File: config.mk
export PLATFORM = sky130hd
export DESIGN_NAME = bus_rr_arbiter_flat
export DESIGN_NICKNAME = d
export VERILOG_FILES = /design/src/rtl/bus_rr_arbiter_if.sv /design/src/rtl/bus_rr_arbiter.sv /design/src/flat_wrapper.sv
export SDC_FILE = /design/constraint.sdc
export NUM_CORES = 1
export LEC_CHECK = 0
export ABC_AREA = 1
export BUFFER_PORTS_ARGS = -buffer_cell sky130_fd_sc_hd__buf_4
export CAP_MARGIN = 5
export CORE_ASPECT_RATIO = 0.9
export CORE_UTILIZATION = 50
export DETAILED_ROUTE_END_ITERATION = 7
export GPL_TIMING_DRIVEN = 0
export MAX_ROUTING_LAYER = met4
export PLACE_DENSITY = 0.78
export SETUP_SLACK_MARGIN = 0.1
export SLEW_MARGIN = 20
export SYNTH_ARGS = -nofsm -noshare
export SYNTH_HDL_FRONTEND = slang
export SYNTH_SLANG_ARGS = --single-unit
File: constraint.sdc
create_clock -name clk -period 3.1 [get_ports clk]
set_input_delay 0.31 -clock clk [delete_from_list [all_inputs] [get_ports clk]]
set_output_delay 0.31 -clock clk [all_outputs]
set_load 0.02 [all_outputs]
File: src/rtl/bus_rr_arbiter_if.sv
// Internal bus ownership interface: request vector in, grant/select out.
// master = arbiter side, slave = requester/bus-mux side.
//   req       requester -> arbiter, one bit per source
//   grant     one-hot owner, zero when the bus is unowned
//   bus_sel   binary owner index for the bus mux select
//   bus_valid high when grant is non-zero
//   idle      high while the arbiter is in IDLE
interface bus_rr_arbiter_if #(
   parameter int N_REQ = 16,
   parameter int SEL_W = 4
);
   logic [N_REQ-1:0] req;
   logic [N_REQ-1:0] grant;
   logic [SEL_W-1:0] bus_sel;
   logic             bus_valid;
   logic             idle;

   modport master (
      input  req,
      output grant,
      output bus_sel,
      output bus_valid,
      output idle
   );

   modport slave (
      output req,
      input  grant,
      input  bus_sel,
      input  bus_valid,
      input  idle
   );
endinterface

File: src/rtl/bus_rr_arbiter.sv
// Round-robin owner arbiter for the shared 32-bit internal bus.
// Ports: clk, rst (async, active-high), bus (bus_rr_arbiter_if.master).
module bus_rr_arbiter #(
   parameter int N_REQ    = 16,
   parameter int SEL_W    = 4,
   parameter int MAX_HOLD = 8
) (
   input  logic              clk,
   input  logic              rst,
   bus_rr_arbiter_if.master  bus
);

   localparam logic [1:0] ST_IDLE  = 2'd0;
   localparam logic [1:0] ST_GRANT = 2'd1;
   localparam logic [1:0] ST_REL   = 2'd2;

   localparam int HW       = (MAX_HOLD > 0) ? $clog2(MAX_HOLD + 1) : 1;
   localparam int HOLD_LIM = (MAX_HOLD > 0) ? MAX_HOLD - 1 : 0;
   localparam int HOLD_MAX = (MAX_HOLD > 0) ? MAX_HOLD : 0;

   logic [1:0]       state_q, state_d;
   logic [N_REQ-1:0] grant_q, grant_d;
   logic [SEL_W-1:0] sel_q, sel_d;
   logic [SEL_W-1:0] ptr_q, ptr_d;
   logic [HW-1:0]    hold_q, hold_d;
   logic             valid_q, valid_d;
   logic             idle_q, idle_d;

   logic             win_vld;
   logic [SEL_W-1:0] win_idx;
   int               idx;
   logic             own_req;
   logic             others;
   logic             preempt;
   logic [SEL_W-1:0] ptr_nxt;

   // Scan downward so the last hit is the one closest to ptr.
   always_comb begin
      win_vld = 1'b0;
      win_idx = '0;
      idx     = 0;
      for (int k = N_REQ - 1; k >= 0; k--) begin
         idx = int'(ptr_q) + k;
         if (idx >= N_REQ) idx = idx - N_REQ;
         if (bus.req[idx]) begin
            win_vld = 1'b1;
            win_idx = SEL_W'(idx);
         end
      end
   end

   assign own_req = bus.req[sel_q];
   assign others  = |(bus.req & ~grant_q);
   // Once the limit is reached (or saturated past it), any waiter preempts.
   assign preempt = (MAX_HOLD != 0) && others &&
                    (hold_q >= HW'(HOLD_LIM));
   assign ptr_nxt = (sel_q == SEL_W'(N_REQ - 1)) ? '0 : sel_q + 1'b1;

   always_comb begin
      state_d = state_q;
      grant_d = grant_q;
      sel_d   = sel_q;
      ptr_d   = ptr_q;
      hold_d  = hold_q;
      unique case (state_q)
         ST_IDLE, ST_REL: begin
            grant_d = '0;
            if (win_vld) begin
               state_d = ST_GRANT;
               grant_d = N_REQ'(1) << win_idx;
               sel_d   = win_idx;
               hold_d  = '0;
            end else begin
               state_d = ST_IDLE;
            end
         end
         ST_GRANT: begin
            if (!own_req || preempt) begin
               state_d = ST_REL;
               grant_d = '0;
               ptr_d   = ptr_nxt;
            end else if (hold_q != HW'(HOLD_MAX)) begin
               hold_d = hold_q + 1'b1;
            end
         end
         default: begin
            state_d = ST_IDLE;
            grant_d = '0;
         end
      endcase
   end

   assign valid_d = (state_d == ST_GRANT);
   assign idle_d  = (state_d == ST_IDLE);

   always_ff @(posedge clk or posedge rst) begin
      if (rst) begin
         state_q <= ST_IDLE;
         grant_q <= '0;
         sel_q   <= '0;
         ptr_q   <= '0;
         hold_q  <= '0;
         valid_q <= 1'b0;
         idle_q  <= 1'b1;
      end else begin
         state_q <= state_d;
         grant_q <= grant_d;
         sel_q   <= sel_d;
         ptr_q   <= ptr_d;
         hold_q  <= hold_d;
         valid_q <= valid_d;
         idle_q  <= idle_d;
      end
   end

   assign bus.grant     = grant_q;
   assign bus.bus_sel   = sel_q;
   assign bus.bus_valid = valid_q;
   assign bus.idle      = idle_q;

endmodule

File: src/flat_wrapper.sv
// flat-port wrapper written by rule: the top's interface ports become plain ports
module bus_rr_arbiter_flat 
#(
   parameter int N_REQ    = 16,
   parameter int SEL_W    = 4,
   parameter int MAX_HOLD = 8
)
  (clk, rst, bus_req, bus_grant, bus_bus_sel, bus_bus_valid, bus_idle);
  bus_rr_arbiter_if #(.N_REQ(N_REQ), .SEL_W(SEL_W)) bus_i ();
  input  logic clk;
  input  logic rst;
  input wire logic [$bits(bus_i.req)-1:0] bus_req;
  output wire logic [$bits(bus_i.grant)-1:0] bus_grant;
  output wire logic [$bits(bus_i.bus_sel)-1:0] bus_bus_sel;
  output wire logic [$bits(bus_i.bus_valid)-1:0] bus_bus_valid;
  output wire logic [$bits(bus_i.idle)-1:0] bus_idle;
  assign bus_i.req = bus_req;
  assign bus_grant = bus_i.grant;
  assign bus_bus_sel = bus_i.bus_sel;
  assign bus_bus_valid = bus_i.bus_valid;
  assign bus_idle = bus_i.idle;
  bus_rr_arbiter #(.N_REQ(N_REQ), .SEL_W(SEL_W), .MAX_HOLD(MAX_HOLD)) u_core (.clk(clk), .rst(rst), .bus(bus_i));
endmodule
==> impl_metrics.toml <==
[placement]
dpl_cell_area_um2 = 3831
port_buffers = 39
hpwl_um = 8395
place_congestion = 0.9897
dpl_worst_slack_ns = -0.7451

[sta]
setup_ws_ns = 0.03783
setup_tns_ns = 0
slew_violations = 0
slew-limit-headroom = 0.4257
finalSetupViolations = 0
period_needed_ns = 3.062
max_clock_freq_mhz = 326.6
rsz0062_at_grt = "true"
tightest_slew_ns = 0.8507
finalClockSkew_ns = 0.002892
finalCritPeriodShare = 0.9878
hold_viol_final = 0

[yosys]
syn_area_um2 = 3425
yosys_warnings = 0
synth_cell_type_count = 39
synth_fp_nets = 615
synth_seq_cells = 32
avgSynthCellArea_um2 = 5.834
ys_seq_area_frac = 0.2342
syn_inst = 587

[routing]
firstDrtPassIters = 8
drtIter0Drc = 706
routed_wl_um = 13310
dr_total_vias = 4529
drc = 0
wl_per_cell_um = 17.78
vias_per_cell = 6.047
ant_nets = 0

[critical_path]
crit_top_cell = "nand2_1"
path_delay_family = "simple AND/OR/NAND/NOR gates"
crit_required_ns = 3.32
cp-start-kind = "register"
worstSetupEndpointType = "register"
worst-path-buf-inv = 3
r2r_setup_slack_ns = 0.04
critical_path_class = "reg -> reg"
max_stage_delay_ns = 0.43
critPathArrivalTime_ns = 3.28
cp_slowest_cell = "dfrtp_2"
path_max_fanout = 6

[final_layout]
nFillCells = 478
stdcell_area_um2 = 4848
syn2layout_area_growth_pct = 41.58
drive_above_1_share = 0.3703
num_antenna_cells = 0
layout_common_cells = "169 x nand2_1, 63 x inv_1, 62 x buf_4, 43 x nand3_1, 39 x nand2_2"
mostFrequentLayoutCell = "nand2_1"
nets = 686

[grt]
use_met1 = 0.4545
track_usage = 0.3474
grt-ovfl-total = 0
grt_max_degree = 33
use_met3 = 0.06783
busiest_layer = "met2"
met2_usage = 0.5290
antenna_found_initial = 0
grt_pass1_wl_um = 18550
grt_pass1_vias = 3883

[hold_path]
hp-class = "in -> async"

[cts]
root_buffer = "clkbuf_8"
clkSlewWorstSetupHoldPaths_ns = 0.07
cts_sinks = 32
clkLatencyLatePin_ns = 0.29
htree_levels = 2
cts_buffer_depth = 2
cts_tree = "yes"
cts_inserted_buffers = 5

[floorplan]
ioPinCount = 40
num_rows = 28
fp.dieH_um = 80.51
die_area_um2 = 7184
die_width_um = 89.24
core_um2 = 6586
start_util = 0.5199

[run]
cap_violations = 0

[status]
status = "completed"
metrics by stage:
step | hold WS, ns | instances | util
after global placement | 0.4977 | 716 | 0.5817
after detailed placement | 0.4638 | 716 | 0.5817
after global routing | 0.1872 | 749 | 0.7361
after CTS | 0.1502 | 733 | 0.6279
after floorplan | 0.4255 | 587 | -
final | 0.1205 | 749 | 0.7361
worst reg2reg max path: stages, from the launching register on:
cell and delay (ns):
dfrtp_2 0.43, buf_4 0.15, buf_6 0.14, ha_2 0.21
a21oi_4 0.18, xor2_1 0.29, nand2_2 0.13, nand2_4 0.12
inv_4 0.05, nand3_1 0.07, nand3_1 0.10, nand2_1 0.08
nand2_1 0.05, nand2_1 0.05, nand2_1 0.05, nand2_1 0.07
nand2_1 0.05, nand2_1 0.05, nand2_1 0.05, nand2_1 0.05
nand2_1 0.06, nand2_2 0.12, nand2_2 0.10, nand2_4 0.13
nand3_4 0.09, o21ai_2 0.14
layout make-up:
cell class	instances	area, um^2	area share
repair buffers	65	503.0	0.1037
multi-input cells	453	2819	0.5814
clock buffers	7	96.34	0.01987
inverters	89	359.1	0.07406
plain buffers	12	122.6	0.02529
well taps	90	112.6	0.02323
flip-flops and latches	32	805.8	0.1662
clock inverters	1	30.03	0.006194
logic make-up (layout without fill, tap and decap cells):
| family | count (synthesis) | count (layout) | share of synthesized area |
|---|---|---|---|
| fa+ha+maj | 10 | 10 | 0.03654 |
| compound gates | 96 | 96 | 0.1611 |
| buf+inv | 102 | 174 | 0.1209 |
| flops | 32 | 32 | 0.2342 |
| simple gates | 341 | 341 | 0.4319 |
| xor+xnor | 6 | 6 | 0.01535 |
synth_stat cells, drive strengths merged:
master,number,area [um^2]
o2bb2ai,1,8.760
inv,89,334.1
a221oi,1,8.760
a21oi,37,219.0
and3,1,6.260
or2,1,6.260
xor2,6,52.55
a211oi,1,7.510
clkbuf,4,15.01
nor3,9,50.05
ha,10,125.1
o211ai,1,7.510
o311ai,1,8.760
o22ai,6,37.54
o21ai,43,219.0
dfrtp,31,775.7
buf,9,65.06
o31ai,1,7.510
dfstp,1,26.28
nand3,76,385.4
nand4,6,37.54
o21a,2,15.01
nor4,3,18.77
nand2,223,872.1
a31oi,2,12.51
nor2,22,102.6
registers in the layout, indices dropped and copies added, names as in the netlist:
name                  count
u_core.bus.bus_sel        4
u_core.bus.grant         16
u_core.bus.bus_valid      1
u_core.hold_q             4
u_core.bus.idle           1
u_core.ptr_q              4
u_core.state_q            2
metal layers:
layer | routed length (um) | up-vias
met5 | 0 | -
met4 | 754 | 0
met3 | 1578 | 99
met2 | 5989 | 341
met1 | 4991 | 2050
li1 | - | 2039
what timing repair did:
item	in CTS	in global routing
gates resized for setup	31	152
endpoints found under the setup margin	27	26
cloned	0	0
hold buffers	0	0
setup buffers	10	16
pin swaps	5	50
final timing paths:
kind | depth (start not counted) | end | from
min in group clk | 2 | u_core.bus.grant[4] | u_core.bus.grant[4]
min reg2reg | 2 | u_core.bus.grant[4] | u_core.bus.grant[4]
min | 2 | u_core.bus.grant[3] | rst
max reg2reg | 25 | u_core.bus.grant[2] | u_core.ptr_q[1]
max | 25 | u_core.bus.grant[2] | u_core.ptr_q[1]
max in group asynchronous | 2 | u_core.ptr_q[0] | rst
Power is not shown: default switching activity piles up to over one toggle a cycle in this logic, so the estimate is an artifact.
